==> config.mk <==
export PLATFORM = sky130hd
export DESIGN_NAME = telemetry_frame_scheduler_flat
export DESIGN_NICKNAME = d
export VERILOG_FILES = /design/src/rtl/telemetry_pkg.sv /design/src/rtl/telemetry_frame_scheduler_if.sv /design/src/rtl/telemetry_frame_scheduler.sv /design/src/flat_wrapper.sv
export SDC_FILE = /design/constraint.sdc
export NUM_CORES = 2
export LEC_CHECK = 0
export CAP_MARGIN = 5
export CORE_MARGIN = 4
export CORE_UTILIZATION = 39
export DETAILED_ROUTE_END_ITERATION = 12
export GPL_TIMING_DRIVEN = 0
export PLACE_DENSITY = 0.69
export SLEW_MARGIN = 20
export SYNTH_ARGS = -nofsm -noshare
export SYNTH_HDL_FRONTEND = slang
export SYNTH_SLANG_ARGS = --single-unit
==> constraint.sdc <==
create_clock -name clk -period 3.9 [get_ports clk]
set_clock_uncertainty 0.2 [all_clocks]
set_input_delay 1.17 -clock clk [delete_from_list [all_inputs] [get_ports clk]]
set_output_delay 1.17 -clock clk [all_outputs]
set_load 0.01 [all_outputs]
==> src/rtl/telemetry_pkg.sv <==
`default_nettype none
// ============================================================================
// Module      : telemetry_pkg
// Description : Shared types and constants for the telemetry frame scheduler:
//               default header tag, FSM state encoding, frame-length helper.
// Revision    : 1.0 - initial release
// ============================================================================
package telemetry_pkg;

  // Default frame header tag placed in the upper half of word 0
  localparam logic [15:0] c_MAGIC_DEFAULT = 16'h4E1C;

  // Frame scheduler states: idle, header word, counter word, channel words
  typedef enum logic [1:0] {
    S_IDLE = 2'd0,
    S_HDR  = 2'd1,
    S_CNT  = 2'd2,
    S_CH   = 2'd3
  } state_t;

  // Words per frame: header + counter snapshot + one word per channel
  function automatic int frame_words(input int n_ch);
    return n_ch + 2;
  endfunction

endpackage
`default_nettype wire

==> src/rtl/telemetry_frame_scheduler_if.sv <==
`default_nettype none
// ============================================================================
// Module      : telemetry_frame_scheduler_if
// Description : 32-bit valid/ready output stream carrying telemetry frames.
// Revision    : 1.0 - initial release
// ============================================================================
interface telemetry_frame_scheduler_if;

  logic [31:0] m_tdata_o;
  logic        m_tvalid_o;
  logic        m_tlast_o;
  logic        m_tready_i;

  modport master (
    output m_tdata_o,
    output m_tvalid_o,
    output m_tlast_o,
    input  m_tready_i
  );

  modport slave (
    input  m_tdata_o,
    input  m_tvalid_o,
    input  m_tlast_o,
    output m_tready_i
  );

endinterface
`default_nettype wire

==> src/rtl/telemetry_frame_scheduler.sv <==
`default_nettype none
// ============================================================================
// Module      : telemetry_frame_scheduler
// Description : Snapshots a channel vector and sample counter on each accepted
//               strobe and streams it as a framed packet (header, counter,
//               channels). One pending slot absorbs a sample arriving during
//               an active frame; further samples are counted as drops.
// Revision    : 1.0 - initial release
// ============================================================================
module telemetry_frame_scheduler
  import telemetry_pkg::*;
#(
  parameter int          N_CH  = 22,
  parameter logic [15:0] MAGIC = c_MAGIC_DEFAULT
) (
  input  wire logic                 clk,
  input  wire logic                 rst_n,
  input  wire logic                 enable_i,
  input  wire logic                 sample_valid_i,
  input  wire logic [N_CH*32-1:0]   ch_data_i,
  input  wire logic [31:0]          counter_i,
  telemetry_frame_scheduler_if.master m_axis,
  output logic [31:0]               frames_sent_o,
  output logic [15:0]               frames_dropped_o,
  output logic                      busy_o
);

  localparam int                c_IDX_W    = (N_CH > 1) ? $clog2(N_CH) : 1;
  localparam logic [c_IDX_W-1:0] c_LAST_IDX = c_IDX_W'(N_CH - 1);
  localparam logic [7:0]         c_NCH8     = 8'(N_CH);

  state_t                r_state;
  logic [c_IDX_W-1:0]    r_idx;
  logic [7:0]            r_seq;
  logic [N_CH*32-1:0]    r_act_ch;
  logic [31:0]           r_act_cnt;
  logic [N_CH*32-1:0]    r_pend_ch;
  logic [31:0]           r_pend_cnt;
  logic                  r_pend_full;
  logic [31:0]           r_tdata;
  logic                  r_tvalid;
  logic                  r_tlast;
  logic [31:0]           r_sent;
  logic [15:0]           r_dropped;

  logic                  w_accept;
  logic                  w_hs;
  logic                  w_last_hs;
  logic [31:0]           w_header;
  logic [c_IDX_W-1:0]    w_idx_next;
  logic [31:0]           w_words [N_CH];

  assign w_accept   = enable_i & sample_valid_i;
  assign w_hs       = r_tvalid & m_axis.m_tready_i;
  assign w_last_hs  = w_hs & (r_state == S_CH) & (r_idx == c_LAST_IDX);
  assign w_header   = {MAGIC, c_NCH8, r_seq};
  assign w_idx_next = r_idx + c_IDX_W'(1);

  // Channel word view of the active snapshot; the output mux reads only this
  for (genvar k = 0; k < N_CH; k++) begin : g_words
    assign w_words[k] = r_act_ch[32*k +: 32];
  end

  assign m_axis.m_tdata_o  = r_tdata;
  assign m_axis.m_tvalid_o = r_tvalid;
  assign m_axis.m_tlast_o  = r_tlast;
  assign frames_sent_o     = r_sent;
  assign frames_dropped_o  = r_dropped;
  assign busy_o            = (r_state != S_IDLE) | r_pend_full;

  // Frame FSM with registered stream outputs, pending slot and counters
  always_ff @(posedge clk or negedge rst_n) begin
    if (!rst_n) begin
      r_state     <= S_IDLE;
      r_idx       <= '0;
      r_seq       <= 8'd0;
      r_act_ch    <= '0;
      r_act_cnt   <= 32'd0;
      r_pend_ch   <= '0;
      r_pend_cnt  <= 32'd0;
      r_pend_full <= 1'b0;
      r_tdata     <= 32'd0;
      r_tvalid    <= 1'b0;
      r_tlast     <= 1'b0;
      r_sent      <= 32'd0;
      r_dropped   <= 16'd0;
    end else begin
      case (r_state)
        S_IDLE: begin
          if (w_accept) begin
            r_act_ch  <= ch_data_i;
            r_act_cnt <= counter_i;
            r_tdata   <= w_header;
            r_tvalid  <= 1'b1;
            r_tlast   <= 1'b0;
            r_seq     <= r_seq + 8'd1;
            r_state   <= S_HDR;
          end
        end
        S_HDR: begin
          if (w_hs) begin
            r_tdata <= r_act_cnt;
            r_state <= S_CNT;
          end
        end
        S_CNT: begin
          if (w_hs) begin
            r_idx   <= '0;
            r_tdata <= w_words[0];
            r_tlast <= (N_CH == 1);
            r_state <= S_CH;
          end
        end
        S_CH: begin
          if (w_last_hs) begin
            r_sent <= r_sent + 32'd1;
            if (r_pend_full || w_accept) begin
              // Next frame starts straight away so tvalid never drops
              if (r_pend_full) begin
                r_act_ch    <= r_pend_ch;
                r_act_cnt   <= r_pend_cnt;
                r_pend_full <= w_accept;
                if (w_accept) begin
                  r_pend_ch  <= ch_data_i;
                  r_pend_cnt <= counter_i;
                end
              end else begin
                r_act_ch  <= ch_data_i;
                r_act_cnt <= counter_i;
              end
              r_tdata  <= w_header;
              r_tvalid <= 1'b1;
              r_tlast  <= 1'b0;
              r_seq    <= r_seq + 8'd1;
              r_state  <= S_HDR;
            end else begin
              r_tdata  <= 32'd0;
              r_tvalid <= 1'b0;
              r_tlast  <= 1'b0;
              r_state  <= S_IDLE;
            end
          end else if (w_hs) begin
            r_idx   <= w_idx_next;
            r_tdata <= w_words[w_idx_next];
            r_tlast <= (w_idx_next == c_LAST_IDX);
          end
        end
        default: r_state <= S_IDLE;
      endcase

      // Sample during an active frame: park it, or count it as dropped
      if ((r_state != S_IDLE) && !w_last_hs && w_accept) begin
        if (!r_pend_full) begin
          r_pend_ch   <= ch_data_i;
          r_pend_cnt  <= counter_i;
          r_pend_full <= 1'b1;
        end else if (r_dropped != 16'hFFFF) begin
          r_dropped <= r_dropped + 16'd1;
        end
      end
    end
  end

endmodule
`default_nettype wire

==> src/flat_wrapper.sv <==
// flat-port wrapper written by rule: the top's interface ports become plain ports
module telemetry_frame_scheduler_flat import telemetry_pkg::*;
#(
  parameter int          N_CH  = 22,
  parameter logic [15:0] MAGIC = c_MAGIC_DEFAULT
)
  (clk, rst_n, enable_i, sample_valid_i, ch_data_i, counter_i, frames_sent_o, frames_dropped_o, busy_o, m_axis_m_tdata_o, m_axis_m_tvalid_o, m_axis_m_tlast_o, m_axis_m_tready_i);
  telemetry_frame_scheduler_if m_axis_i ();
  input  wire logic clk;
  input  wire logic rst_n;
  input  wire logic enable_i;
  input  wire logic sample_valid_i;
  input  wire logic [N_CH*32-1:0] ch_data_i;
  input  wire logic [31:0] counter_i;
  output logic [31:0] frames_sent_o;
  output logic [15:0] frames_dropped_o;
  output logic busy_o;
  output wire logic [$bits(m_axis_i.m_tdata_o)-1:0] m_axis_m_tdata_o;
  output wire logic [$bits(m_axis_i.m_tvalid_o)-1:0] m_axis_m_tvalid_o;
  output wire logic [$bits(m_axis_i.m_tlast_o)-1:0] m_axis_m_tlast_o;
  input wire logic [$bits(m_axis_i.m_tready_i)-1:0] m_axis_m_tready_i;
  assign m_axis_m_tdata_o = m_axis_i.m_tdata_o;
  assign m_axis_m_tvalid_o = m_axis_i.m_tvalid_o;
  assign m_axis_m_tlast_o = m_axis_i.m_tlast_o;
  assign m_axis_i.m_tready_i = m_axis_m_tready_i;
  telemetry_frame_scheduler #(.N_CH(N_CH), .MAGIC(MAGIC)) u_core (.clk(clk), .rst_n(rst_n), .enable_i(enable_i), .sample_valid_i(sample_valid_i), .ch_data_i(ch_data_i), .counter_i(counter_i), .m_axis(m_axis_i), .frames_sent_o(frames_sent_o), .frames_dropped_o(frames_dropped_o), .busy_o(busy_o));
endmodule
== Word-level counts from Yosys, hierarchy flattened ==
Index checks and enable logic that the tools add are counted.

* Flip-flop bits (word level): 1570
* Latch bits: 0
* Memory bits (writable): 0
* Bits in read-only memories: 0
* Input port bits: 741
* Memories kept: 0

* Add/subtract/negate cells: 4
* $mul: 0
* Div/mod/pow operators: 0
* $lt $le $gt $ge: 1
* Equal/unequal tests: 14
* Shift-type cells: 0
* Muxes and demuxes: 63
* Bitwise gates (word level): 6
* Reductions and logical operators: 17

{| class="wikitable"
|+ Operators with widths
! kind !! number
|-
| 704-bit two-way mux || 11
|-
| 704-bit case mux with 2 select lines || 1
|-
| 32-bit two-way mux || 18
|-
| 32-bit binary-select mux with 5-bit select || 1
|-
| 32-bit case mux with 4 select lines || 1
|-
| 32-bit case mux with 2 select lines || 1
|-
| 32-bit by 1-bit adder with 32-bit output, second input constant || 1
|-
| 31-bit two-way mux || 1
|-
| 8-bit two-way mux || 3
|-
| 4-bit AND reduction || 5
|-
| 16-bit by 1-bit adder with 16-bit output, second input constant || 1
|-
| 16-bit != test, second input constant || 1
|-
| 8-bit case mux with 2 select lines || 1
|-
| 5-bit two-way mux || 3
|-
| 1-bit two-way mux || 14
|-
| 5-bit == test, second input constant || 2
|-
| 2-bit by 1-bit != test with 1-bit output, second input constant || 5
|-
| 5-bit case mux with 2 select lines || 1
|-
| 8-bit by 1-bit adder with 8-bit output, second input constant || 1
|-
| 2-bit two-way mux || 4
|-
| 2-bit case mux with 4 select lines || 1
|-
| 6-bit >= comparator, second input constant || 1
|-
| 5-bit inverter with 6-bit output || 1
|-
| 3-bit AND reduction || 2
|-
| 16 further kinds || 24
|}

== Depth between registers and ports, before layout ==
* Depth after elaboration: 8
* Mapped depth: 15

== Least setup slack after synthesis ==
No wires, ideal clock.

* Path type: flip-flop to flip-flop
* Start point: reg u_core.r_idx[0]
* End point: reg u_core.r_tdata[10] (netlist: u_core.m_axis.m_tdata_o[10])
* Arrival: 3.196 ns
* Data required time: 3.574 ns
* Path slack: 0.378 ns
* Stages on the path, launching flop included: 15
* Clock period less this slack: 3.522 ns
* Cell sequence: dfrtp_1 -> buf_4 -> buf_6 -> buf_6 -> buf_4 -> clkinv_1 -> ha_1 -> buf_2 -> buf_2 -> clkbuf_1 -> mux4_2 -> mux2i_1 -> nand2_1 -> a311oi_1 -> nor2_1

* Longest elaborated chain between the ends: 8
* Elaborated cells between the ends (all ways): 12

{| class="wikitable"
|+ RTL lines
! element !! RTL line !! RTL
|-
| start, declared || telemetry_frame_scheduler.sv:33 || <nowiki>logic [c_IDX_W-1:0] r_idx;</nowiki>
|-
| start signal, assigned || telemetry_frame_scheduler.sv:143 || <nowiki>r_idx <= w_idx_next;</nowiki>
|-
| 5-bit by 1-bit adder with 5-bit output || telemetry_frame_scheduler.sv:57 || <nowiki>assign w_idx_next = r_idx + c_IDX_W'(1);</nowiki>
|-
| 5-bit inverter with 6-bit output (not written as such) || telemetry_frame_scheduler.sv:144 || <nowiki>r_tdata <= w_words[w_idx_next];</nowiki>
|-
| 32-bit binary-select mux with 5-bit select || telemetry_frame_scheduler.sv:144 ||
|-
| 32-bit two-way mux (not written as such) (2 in series) || telemetry_frame_scheduler.sv:144 ||
|-
| 32-bit two-way mux || telemetry_frame_scheduler.sv:142 || <nowiki>end else if (w_hs) begin</nowiki>
|-
| 32-bit two-way mux || telemetry_frame_scheduler.sv:115 || <nowiki>if (w_last_hs) begin</nowiki>
|-
| 32-bit case mux with 4 select lines || telemetry_frame_scheduler.sv:88 || <nowiki>case (r_state)</nowiki>
|-
| end signal, assigned || telemetry_frame_scheduler.sv:93 || <nowiki>r_tdata <= w_header;</nowiki>
|-
| end signal, assigned || telemetry_frame_scheduler.sv:102 || <nowiki>r_tdata <= r_act_cnt;</nowiki>
|-
| end signal, assigned || telemetry_frame_scheduler.sv:144 ||
|-
| end, declared || telemetry_frame_scheduler.sv:40 || <nowiki>logic [31:0] r_tdata;</nowiki>
|}

Several ways; a longest one is shown, not always the timed one. The select of a mux whose other input is x is not followed.
A chain may end at the register's enable or synchronous reset.

== Worst setup path after layout ==
* Start point: reg u_core.r_idx[0]
* End point: reg u_core.r_tdata[30] (netlist: u_core.m_axis.m_tdata_o[30])

The elaborated chain is that of the path after synthesis.

==> flow_summary.ini <==
[setup_path]
critPathKind = reg2reg
worstPathRequired_ns = 4.39
cp_max_fo = 10
end_kind = flop
cp-start-kind = flop
cp_data_arrival_time_ns = 4.35
rrSetupSlack_ns = 0.04

[yosys]
ys_top_cells_by_area = dfrtp_1 55%, mux2i_1 11%, mux2_2 11%, o21ai_0 5.2%, mux4_2 4.7%
yosysWarnings = 0
synth_area_um2 = 71700
ys_ff_latch = 1570
yosysTopAreaCellShare_pct = 54.8
synth_flop_cell = dfrtp_1
ys_types = 61
synth_edf_count = 0
async_reset_ff_share_pct = 100
synth-seq-area-share_pct = 54.8
syn_nets = 6526
synth.avg_cell_area_um2 = 12.4
synthCells = 5773
yosysTopAreaCell = dfrtp_1

[timing]
rsz0062_at_grt = yes
setup_viol = 0
fin_crit_ns = 3.86
maxSlewViolCount = 0
max-slew-margin-rel_pct = 23.8
max_freq_ghz = 0.259
fin_setup_tns_ns = 0
tightestPinTransition_ns = 1.14
final_hold_viol_count = 0
layout_setup_ws_ns = 0.0384
period_share_pct = 99.0

[pwr]
power_density_nw_per_um2 = 850
leakage_nw = 42.6
ir_worst_vdd_mv = 0.409

[place]
dp_slack_ns = -2.18
dpl.hpwl_mm = 210
dp_cells = 9073
portBuffers = 823
gp_congestion = 0.944

[layout]
fin_cells = 9478
area_growth_pct = 25.7
final_nets = 7538
multiInputGateArea_um2 = 30600
fillerInstances = 16100
regArea_um2 = 39300
final_layout_size_suffix_gt1_share_pct = 21.7

[clock_network]
htreeDepth = 4
cts_buffers = 173
insertion_delay_ns = 0.83
cts.sinks = 1570
cts_tree = yes
cts_hold_buf = 0
clk_pin_slew_ns = 0.06
clock_path_buffers = 3
clockRootBuffer = clkbuf_16

[drt]
wl_per_cell_um = 28.2
drc = 0
vias = 52200
ant_nets = 0
wl_met1_mm = 102
highest_layer = met5
drt_wl_total_mm = 268
avgViaCountPerCell = 5.51
dr_wl_met3_mm = 17.7
drt_first_iter_violations = 4649
drt-pass1-iter-count = 8
met2_length_mm = 127

[global_routing]
grt_pass1_vias = 53600
grt_pass1_wl_mm = 378
grt_max_degree = 152
grt_use_total_pct = 27.5
antenna_found_initial = 129
overflow = 0

[status]
status = complete, no violations

[hold_path]
hold_class = in2async

[flow_run]
drv_cap = 0

[floorplan]
core_um2 = 183000
dieArea_um2 = 191000
rows = 157
die_h_um = 437
start_util_pct = 39.2
die_x_um = 437
num_io_pins = 824
[critical path, cell delays in order (launching register included)]
cell	delay [ns]
dfrtp_2	0.43
ha_1	0.21
buf_4	0.16
xnor2_1	0.61
buf_2	0.49
clkbuf_1	0.73
nor3_1	0.17
a21oi_2	0.29
nor2_1	0.07
a311oi_1	0.26
nor2_1	0.08
[through the flow]
stage	instance area (um2)	hold WS [ns]	power, mW	util, %
2_1_floorplan	71700	0.244	45.2	-
3_3_place_gp	83000	0.257	57.8	45.4
3_5_place_dp	83400	0.264	58.4	45.6
4_1_cts	89800	0.0564	76.4	49.1
5_1_grt	90100	0.0910	80.0	49.2
6_report	90100	0.103	76.6	49.3
[repair_timing]
action	in CTS	in global routing
buffers inserted	1	0
resized for setup	167	14
pin swaps	7	6
cloned	0	0
endpoints found under the setup margin	120	17
[per-layer routing]
metal  global-route usage [%]  vias up
met4                     21.2       24
met3                     5.67      632
li1                         -    22700
met5                        0        -
met1                     33.0    26700
met2                     43.4     2093
[power by group]
group	switching (mW)	internal, mW
clock network	7.07	9.46
logic	17.4	13.4
registers	5.13	24.1
[sequential cells by signal, summed over array words and instances, names as in the netlist]
name	count
u_core.m_axis.m_tvalid_o	1
u_core.r_act_ch	704
u_core.r_idx	5
u_core.frames_sent_o	32
u_core.r_act_cnt	32
u_core.m_axis.m_tlast_o	1
u_core.m_axis.m_tdata_o	32
u_core.r_pend_cnt	32
u_core.r_state	2
u_core.r_seq	8
u_core.r_pend_ch	704
u_core.r_pend_full	1
u_core.frames_dropped_o	16
[cell usage in the layout (no fill, tap or decap), types with 18 or more instances in the layout]
| cell | count |
|---|---|
| dfrtp_1 | 1569 |
| nand2_1 | 875 |
| clkdlybuf4s50_1 | 822 |
| mux2i_1 | 792 |
| o21ai_0 | 747 |
| mux2_2 | 713 |
| clkbuf_1 | 222 |
| clkbuf_16 | 176 |
| mux4_2 | 148 |
| diode_2 | 93 |
| buf_4 | 93 |
| buf_2 | 88 |
| nor2_1 | 43 |
| mux2_4 | 40 |
| xnor2_1 | 40 |
| nor3_1 | 36 |
| a21oi_1 | 35 |
| clkbuf_8 | 34 |
| buf_6 | 30 |
| clkinv_2 | 28 |
| nand3_1 | 24 |
| o21ai_1 | 24 |
| a221o_1 | 18 |
[cell usage after synthesis, drive strengths merged (24+ instances only)]
cell type  number
clkbuf        189
a21oi          59
nor3           47
xnor2          40
mux2          753
o21ai         773
nor2           46
nand3          24
dfrtp        1570
buf           231
nand2         877
mux4          148
mux2i         808
[cell type report]
type,instances,area share [%]
multi-input combinational,3768,33.9
inverter,15,0.0681
tap,2464,3.42
clock buffer,250,5.49
antenna,93,0.258
sequential,1570,43.6
timing repair buffer,837,9.55
buffer,420,2.84
clock inverter,61,0.822
[cell families (layout without fill, tap and decap cells)]
logic type	count (synthesis)	count (layout)	synth area share (%)
compound gates	943	943	7.10
xor+xnor	58	58	0.719
fa+ha+maj	12	12	0.209
buf+inv	435	1583	3.32
flops	1570	1570	54.8
mux	1709	1709	28.0
other cells	0	93	0
simple gates	1046	1046	5.85
[path summary, 6_finish.rpt]
| kind | start | endpoint | depth (start not counted) |
|---|---|---|---|
| min in group clk | u_core.r_act_ch[605] | u_core.r_act_ch[605] | 2 |
| worst min-delay path | rst_n | u_core.r_pend_ch[496] | 1 |
| worst min register to register | u_core.r_act_ch[605] | u_core.r_act_ch[605] | 2 |
| max in group asynchronous | rst_n | u_core.r_act_ch[230] | 5 |
| worst max register to register | u_core.r_idx[0] | u_core.m_axis.m_tdata_o[30] | 10 |
| worst max-delay path | u_core.r_idx[0] | u_core.m_axis.m_tdata_o[30] | 10 |
No activity file was read; power rests on OpenSTA's default activity.
